===== config.mk =====
export PLATFORM = sky130hd
export DESIGN_NAME = td4_exec_ctrl
export DESIGN_NICKNAME = d
export VERILOG_FILES = /design/src/rtl/td4_exec_ctrl.sv
export SDC_FILE = /design/constraint.sdc
export NUM_CORES = 1
export LEC_CHECK = 0
export ABC_CLOCK_PERIOD_IN_PS = 2600
export BUFFER_PORTS_ARGS = -buffer_cell sky130_fd_sc_hd__buf_2
export CORE_MARGIN = 1
export CORE_UTILIZATION = 51
export DETAILED_ROUTE_END_ITERATION = 8
export GPL_ROUTABILITY_DRIVEN = 0
export PLACE_DENSITY = 0.91
export SLEW_MARGIN = 15
export SYNTH_ARGS = -nofsm -noshare
export SYNTH_HDL_FRONTEND = slang
export SYNTH_SLANG_ARGS = --single-unit

===== constraint.sdc =====
create_clock -name clk -period 2.6 [get_ports clk]
set_input_delay 0.13 -clock clk [delete_from_list [all_inputs] [get_ports clk]]
set_output_delay 0.13 -clock clk [all_outputs]
set_load 0.1 [all_outputs]

===== src/rtl/td4_exec_ctrl.sv =====
// td4_exec_ctrl
// Run/step/load sequencer for the TD4 4-bit core. It gates core progress with a
// registered one-cycle clock enable, holds the core in reset while a program
// image is streamed into the program memory, and halts on a PC breakpoint.
//
// Ports
//   clk        in   system clock, rising edge
//   reset      in   asynchronous reset, active-low
//   cmd_valid  in   host command valid
//   cmd_op     in   2'b00 HALT, 2'b01 RUN, 2'b10 STEP, 2'b11 LOAD
//   cmd_ready  out  command accepted when cmd_valid & cmd_ready (HALT and RUN only)
//   ld_valid   in   program byte valid (only looked at in LOAD)
//   ld_data    in   program byte
//   ld_last    in   final byte of the image
//   ld_ready   out  high only in LOAD
//   pc         in   core PC, compared against the breakpoint
//   bp_en      in   breakpoint enable
//   bp_addr    in   breakpoint address
//   cpu_en     out  registered one-cycle core clock enable
//   cpu_rst_n  out  core reset, active-low
//   pmem_we    out  program memory write strobe
//   pmem_addr  out  program memory write address
//   pmem_wdata out  program memory write data
//   state      out  0 HALT, 1 LOAD, 2 RUN, 3 STEP
//   bp_hit     out  sticky breakpoint flag, cleared by any accepted command
//   instr_cnt  out  cpu_en pulses since the last LOAD, saturating

module td4_exec_ctrl #(
  parameter int ADDR_W   = 4,
  parameter int DATA_W   = 8,
  parameter int RATE_DIV = 4
) (
  input  logic              clk,
  input  logic              reset,
  input  logic              cmd_valid,
  input  logic [1:0]        cmd_op,
  output logic              cmd_ready,
  input  logic              ld_valid,
  input  logic [DATA_W-1:0] ld_data,
  input  logic              ld_last,
  output logic              ld_ready,
  input  logic [ADDR_W-1:0] pc,
  input  logic              bp_en,
  input  logic [ADDR_W-1:0] bp_addr,
  output logic              cpu_en,
  output logic              cpu_rst_n,
  output logic              pmem_we,
  output logic [ADDR_W-1:0] pmem_addr,
  output logic [DATA_W-1:0] pmem_wdata,
  output logic [1:0]        state,
  output logic              bp_hit,
  output logic [15:0]       instr_cnt
);

  // A divider of RATE_DIV=1 still needs one bit so the compare stays legal.
  localparam int DIV_W = (RATE_DIV > 1) ? $clog2(RATE_DIV) : 1;
  localparam logic [DIV_W-1:0] DIV_MAX = DIV_W'(RATE_DIV - 1);

  localparam logic [1:0] OP_HALT = 2'b00;
  localparam logic [1:0] OP_RUN  = 2'b01;
  localparam logic [1:0] OP_STEP = 2'b10;
  localparam logic [1:0] OP_LOAD = 2'b11;

  typedef enum logic [1:0] {
    S_HALT = 2'd0,
    S_LOAD = 2'd1,
    S_RUN  = 2'd2,
    S_STEP = 2'd3
  } state_t;

  state_t            state_q, state_d;
  logic [DIV_W-1:0]  div_q;
  logic              first_q;
  logic              accept;
  logic              tick_due;
  logic              run_tick;
  logic              step_tick;
  logic              bp_stop;
  logic              beat;
  logic              load_entry;
  logic              run_entry;
  logic [ADDR_W-1:0] beat_addr;

  assign cmd_ready = (state_q == S_HALT) || (state_q == S_RUN);
  assign ld_ready  = (state_q == S_LOAD);
  assign state     = state_q;

  // pmem_addr only advances in the cycle after a write is shown, so the
  // address of a beat arriving now is one past it while a write is pending.
  assign beat_addr = pmem_addr + ADDR_W'(pmem_we);

  always_ff @(posedge clk or negedge reset) begin
    if (!reset) state_q <= S_HALT;
    else        state_q <= state_d;
  end

  // An accepted command always wins over a tick that is due in the same cycle.
  // The first tick after a RUN is accepted skips the breakpoint so a halted
  // program can resume past the instruction it stopped on.
  always_comb begin
    state_d    = state_q;
    accept     = cmd_valid & cmd_ready;
    tick_due   = (state_q == S_RUN) && (div_q == DIV_MAX);
    run_tick   = 1'b0;
    step_tick  = 1'b0;
    bp_stop    = 1'b0;
    beat       = 1'b0;
    load_entry = 1'b0;
    run_entry  = 1'b0;
    case (state_q)
      S_HALT, S_RUN: begin
        if (accept) begin
          case (cmd_op)
            OP_HALT: state_d = S_HALT;
            OP_RUN: begin
              state_d   = S_RUN;
              run_entry = 1'b1;
            end
            OP_STEP: begin
              state_d   = S_STEP;
              step_tick = 1'b1;
            end
            default: begin
              state_d    = S_LOAD;
              load_entry = 1'b1;
            end
          endcase
        end else if (tick_due) begin
          if (!first_q && bp_en && (pc == bp_addr)) begin
            bp_stop = 1'b1;
            state_d = S_HALT;
          end else begin
            run_tick = 1'b1;
          end
        end
      end
      S_LOAD: begin
        beat = ld_valid;
        if (ld_valid && (ld_last || (beat_addr == {ADDR_W{1'b1}}))) state_d = S_HALT;
      end
      default: state_d = S_HALT;
    endcase
  end

  always_ff @(posedge clk or negedge reset) begin
    if (!reset) begin
      cpu_en     <= 1'b0;
      cpu_rst_n  <= 1'b0;
      bp_hit     <= 1'b0;
      div_q      <= '0;
      first_q    <= 1'b0;
      instr_cnt  <= '0;
      pmem_we    <= 1'b0;
      pmem_addr  <= '0;
      pmem_wdata <= '0;
    end else begin
      cpu_en <= run_tick | step_tick;

      // Core stays in reset from LOAD entry until one cycle after LOAD ends.
      cpu_rst_n <= !(load_entry || (state_q == S_LOAD));

      if (accept)       bp_hit <= 1'b0;
      else if (bp_stop) bp_hit <= 1'b1;

      if (accept)                 div_q <= '0;
      else if (state_q == S_RUN)  div_q <= tick_due ? '0 : div_q + DIV_W'(1);

      if (run_entry)     first_q <= 1'b1;
      else if (run_tick) first_q <= 1'b0;

      if (load_entry)
        instr_cnt <= '0;
      else if ((run_tick || step_tick) && (instr_cnt != 16'hFFFF))
        instr_cnt <= instr_cnt + 16'd1;

      if (load_entry) begin
        pmem_we   <= 1'b0;
        pmem_addr <= '0;
      end else begin
        pmem_we <= beat;
        if (pmem_we && (pmem_addr != {ADDR_W{1'b1}})) pmem_addr <= pmem_addr + ADDR_W'(1);
        if (beat) pmem_wdata <= ld_data;
      end
    end
  end

endmodule

==> impl_metrics.ini <==
[floorplanning]
core-area_um2 = 3690
dieArea_um2 = 4150
rows = 22
initial_core_util = 0.539
fp.dieH_um = 64.5
die_x_um = 64.5
io_pins = 60

[flow_run]
cap_viol_max_count = 0

[placed_design]
placed_cells = 294
portBuffers = 59
dp_hpwl_mm = 3.03

[sta]
period_needed_ns = 2.28
slew_headroom = 0.422
tightest_slew_ns = 0.867
fmax_ghz = 0.439
drv_slew = 0
tns_ns = 0
period_share = 0.875
hold_viol = 0
setup_viol = 0
grt_setup_unrepaired = no
clock-skew-final_ns = 0.00464

[cells_and_area]
drive_gt1_frac = 0.341
nFillCells = 315
layout.nets = 286
n_antenna_cell = 0
final_cells = 303
syn_to_final_growth_pct = 21.3

[critical_path]
r2r_slack_ns = 0.32
cp.arrival_ns = 2.49
cp-start-kind = flop
endpoint_kind = flop
critPathMaxFanout = 28
cp.required_ns = 2.82
path_class = flop to flop

[clocking]
clock-root-buffer = clkbuf_8
cts_tree = built
postCtsSetupBuffers = 0
clock_path_buffers = 2
htreeDepth = 2
clkSinkCount = 37
path_clk_slew_ns = 0.08
numCtsBuffers = 5
clock_latency_ns = 0.30

[synth]
synth_cell_types = 48
synth_area_per_cell_um2 = 10.2
ys_warn_count = 0
synthCells = 195
ys_seq_elements = 37
synthArstFlopShare = 1.00
seq_area_frac_synth = 0.465
synth_flop_cell = dfrtp_1
synth_area_um2 = 1990
synth-edff-count = 0
syn_nets = 227

[route]
route.detailed.drc = 0
vias_per_cell = 5.74
finalWirelength_mm = 4.26
vias = 1740
first_iter_violations = 154
postRouteAntennaNets = 0
wl_per_cell_um = 14.1
drt_pass1_iterations = 4

[global_routing]
met1_usage = 0.272
busiest_layer = met2
track_usage = 0.229
grt_pass1_wl_mm = 7.24
antenna_found_initial = 0
grt_max_degree = 38
grtUsageMet3 = 0.0722
grt_use_met2 = 0.382
grt_pass1_vias = 1692
overflow = 0

[power_and_ir_drop]
p_seq_frac = 0.319
switching_share = 0.564
power_frac_comb = 0.525
clockPowerShare = 0.155
power_density_nw_per_um2 = 1070
peakVddDrop_mv = 1.02
cellInternalPower_mw = 1.12
leakage_nw = 1.16
power_switching_mw = 1.45

[run_status]
status = complete, no violations

[hold_path]
hold_path.class = input port to flop
Yosys cell counts (all sizes together) (2+ instances only):
library cell / number / share of area
dfrtp: 37 / 0.47
nand2: 18 / 0.035
a21oi: 12 / 0.030
inv: 10 / 0.019
ha: 8 / 0.050
mux2: 8 / 0.045
nand3: 8 / 0.020
nor2: 8 / 0.015
o31ai: 7 / 0.026
or4: 7 / 0.026
buf: 6 / 0.021
o21ai: 6 / 0.015
nand4: 5 / 0.016
xor2: 5 / 0.022
and4: 4 / 0.020
nand2b: 4 / 0.013
a31oi: 3 / 0.0094
clkbuf: 3 / 0.0057
mux2i: 3 / 0.015
nor2b: 3 / 0.0094
nor4: 3 / 0.013
a2bb2oi: 2 / 0.0088
a31o: 2 / 0.0088
and2: 2 / 0.0063
nor3: 2 / 0.0050
o21a: 2 / 0.0075
o31a: 2 / 0.0088
or3: 2 / 0.0063
layout by cell type, fill, tap and decap left out, types with 3 or more instances in the layout:
cell type	netlist	layout
a21oi_1	12	12
a31oi_1	3	3
buf_2	3	59
clkbuf_8	0	5
dfrtp_1	37	36
ha_1	8	8
inv_1	9	8
mux2_2	8	8
mux2i_1	3	3
nand2_1	17	16
nand2b_1	4	4
nand3_1	8	8
nand4_1	5	5
nor2_1	8	7
nor2b_1	3	3
o21ai_0	6	6
o31ai_1	7	7
or4_1	7	7
xor2_1	5	5
metal layers:
metal	part of all wire	routed length [um]
met1	0.43	1810
met2	0.49	2080
met3	0.070	298
met4	0.017	72
met5	0	0
power by group through the flow:
| stage | logic, mW | clock network (mW) | registers [mW] |
|---|---|---|---|
| floorplan | 0.287 | 0 | 1.67 |
| global placement | 1.34 | 0 | 0.822 |
| detailed placement | 1.36 | 0 | 0.827 |
| CTS | 1.36 | 0.409 | 0.821 |
| global route | 1.41 | 0.434 | 0.842 |
| finish | 1.35 | 0.401 | 0.822 |
layout make-up:
cell class | instances | area, um^2 | share of cell area
multi-input combinational | 139 | 983 | 0.407
sequential | 37 | 930 | 0.385
timing repair buffer | 61 | 313 | 0.130
clock buffer | 5 | 68.8 | 0.0285
tap | 48 | 60.1 | 0.0249
inverter | 10 | 41.3 | 0.0171
clock inverter | 3 | 17.5 | 0.00726
what timing repair did:
action | 4_1_cts | 5_1_grt
endpoints found under the hold margin | 37 | 0
gates resized for setup | 0 | 0
hold buffers | 1 | 0
final timing paths:
path                                              to                       from  cells past startpoint
max                        instr_cnt[10]$_DFFE_PN0P_       div_q[0]$_DFFE_PN0P_                      6
min in group asynchronous  instr_cnt[12]$_DFFE_PN0P_                      reset                      2
min reg2reg                pmem_wdata[0]$_DFFE_PN0P_  pmem_wdata[0]$_DFFE_PN0P_                      1
min                             state[0]$_DFFE_PN0P_                   ld_valid                      2
max reg2reg                instr_cnt[10]$_DFFE_PN0P_       div_q[0]$_DFFE_PN0P_                      6
max in group asynchronous       state[0]$_DFFE_PN0P_                      reset                      2
critical path, stage by stage, from the launching register on:
cell	delay, ns
dfrtp_1	0.39
ha_1	0.21
nand4bb_1	0.16
a21boi_0	0.17
a31o_1	0.48
or4_1	0.60
a21oi_1	0.17
flip-flops by register name, summed over array words and instances (netlist names):
register,flops
bp_hit,1
first_q,1
pmem_we,1
div_q,2
state,2
pmem_wdata,8
instr_cnt,16
cpu_rst_n,1
cpu_en,1
pmem_addr,4
cell families after synthesis:
group,after synthesis,share of synthesized area
adders and majority gates,8,0.0503
and+or+nand+nor,70,0.201
xor gates and xnor gates,6,0.0264
buffers and inverters,19,0.0453
muxes,11,0.0604
AOI/OAI and AO/OA,44,0.151
DFF,37,0.465
metrics by stage:
| stage | power, mW | utilization | setup WS [ns] | area (um^2) | hold slack (ns) |
|---|---|---|---|---|---|
| after floorplan | 1.96 | - | 0.0194 | 2010 | -0.166 |
| after global placement | 2.16 | 0.628 | 0.463 | 2320 | 0.263 |
| after detailed placement | 2.19 | 0.628 | 0.388 | 2320 | 0.273 |
| after CTS | 2.59 | 0.654 | 0.334 | 2410 | 0.0226 |
| after global routing | 2.69 | 0.654 | 0.153 | 2410 | 0.0294 |
| final | 2.58 | 0.654 | 0.324 | 2410 | 0.0223 |
(Power assumes the default switching activity.)
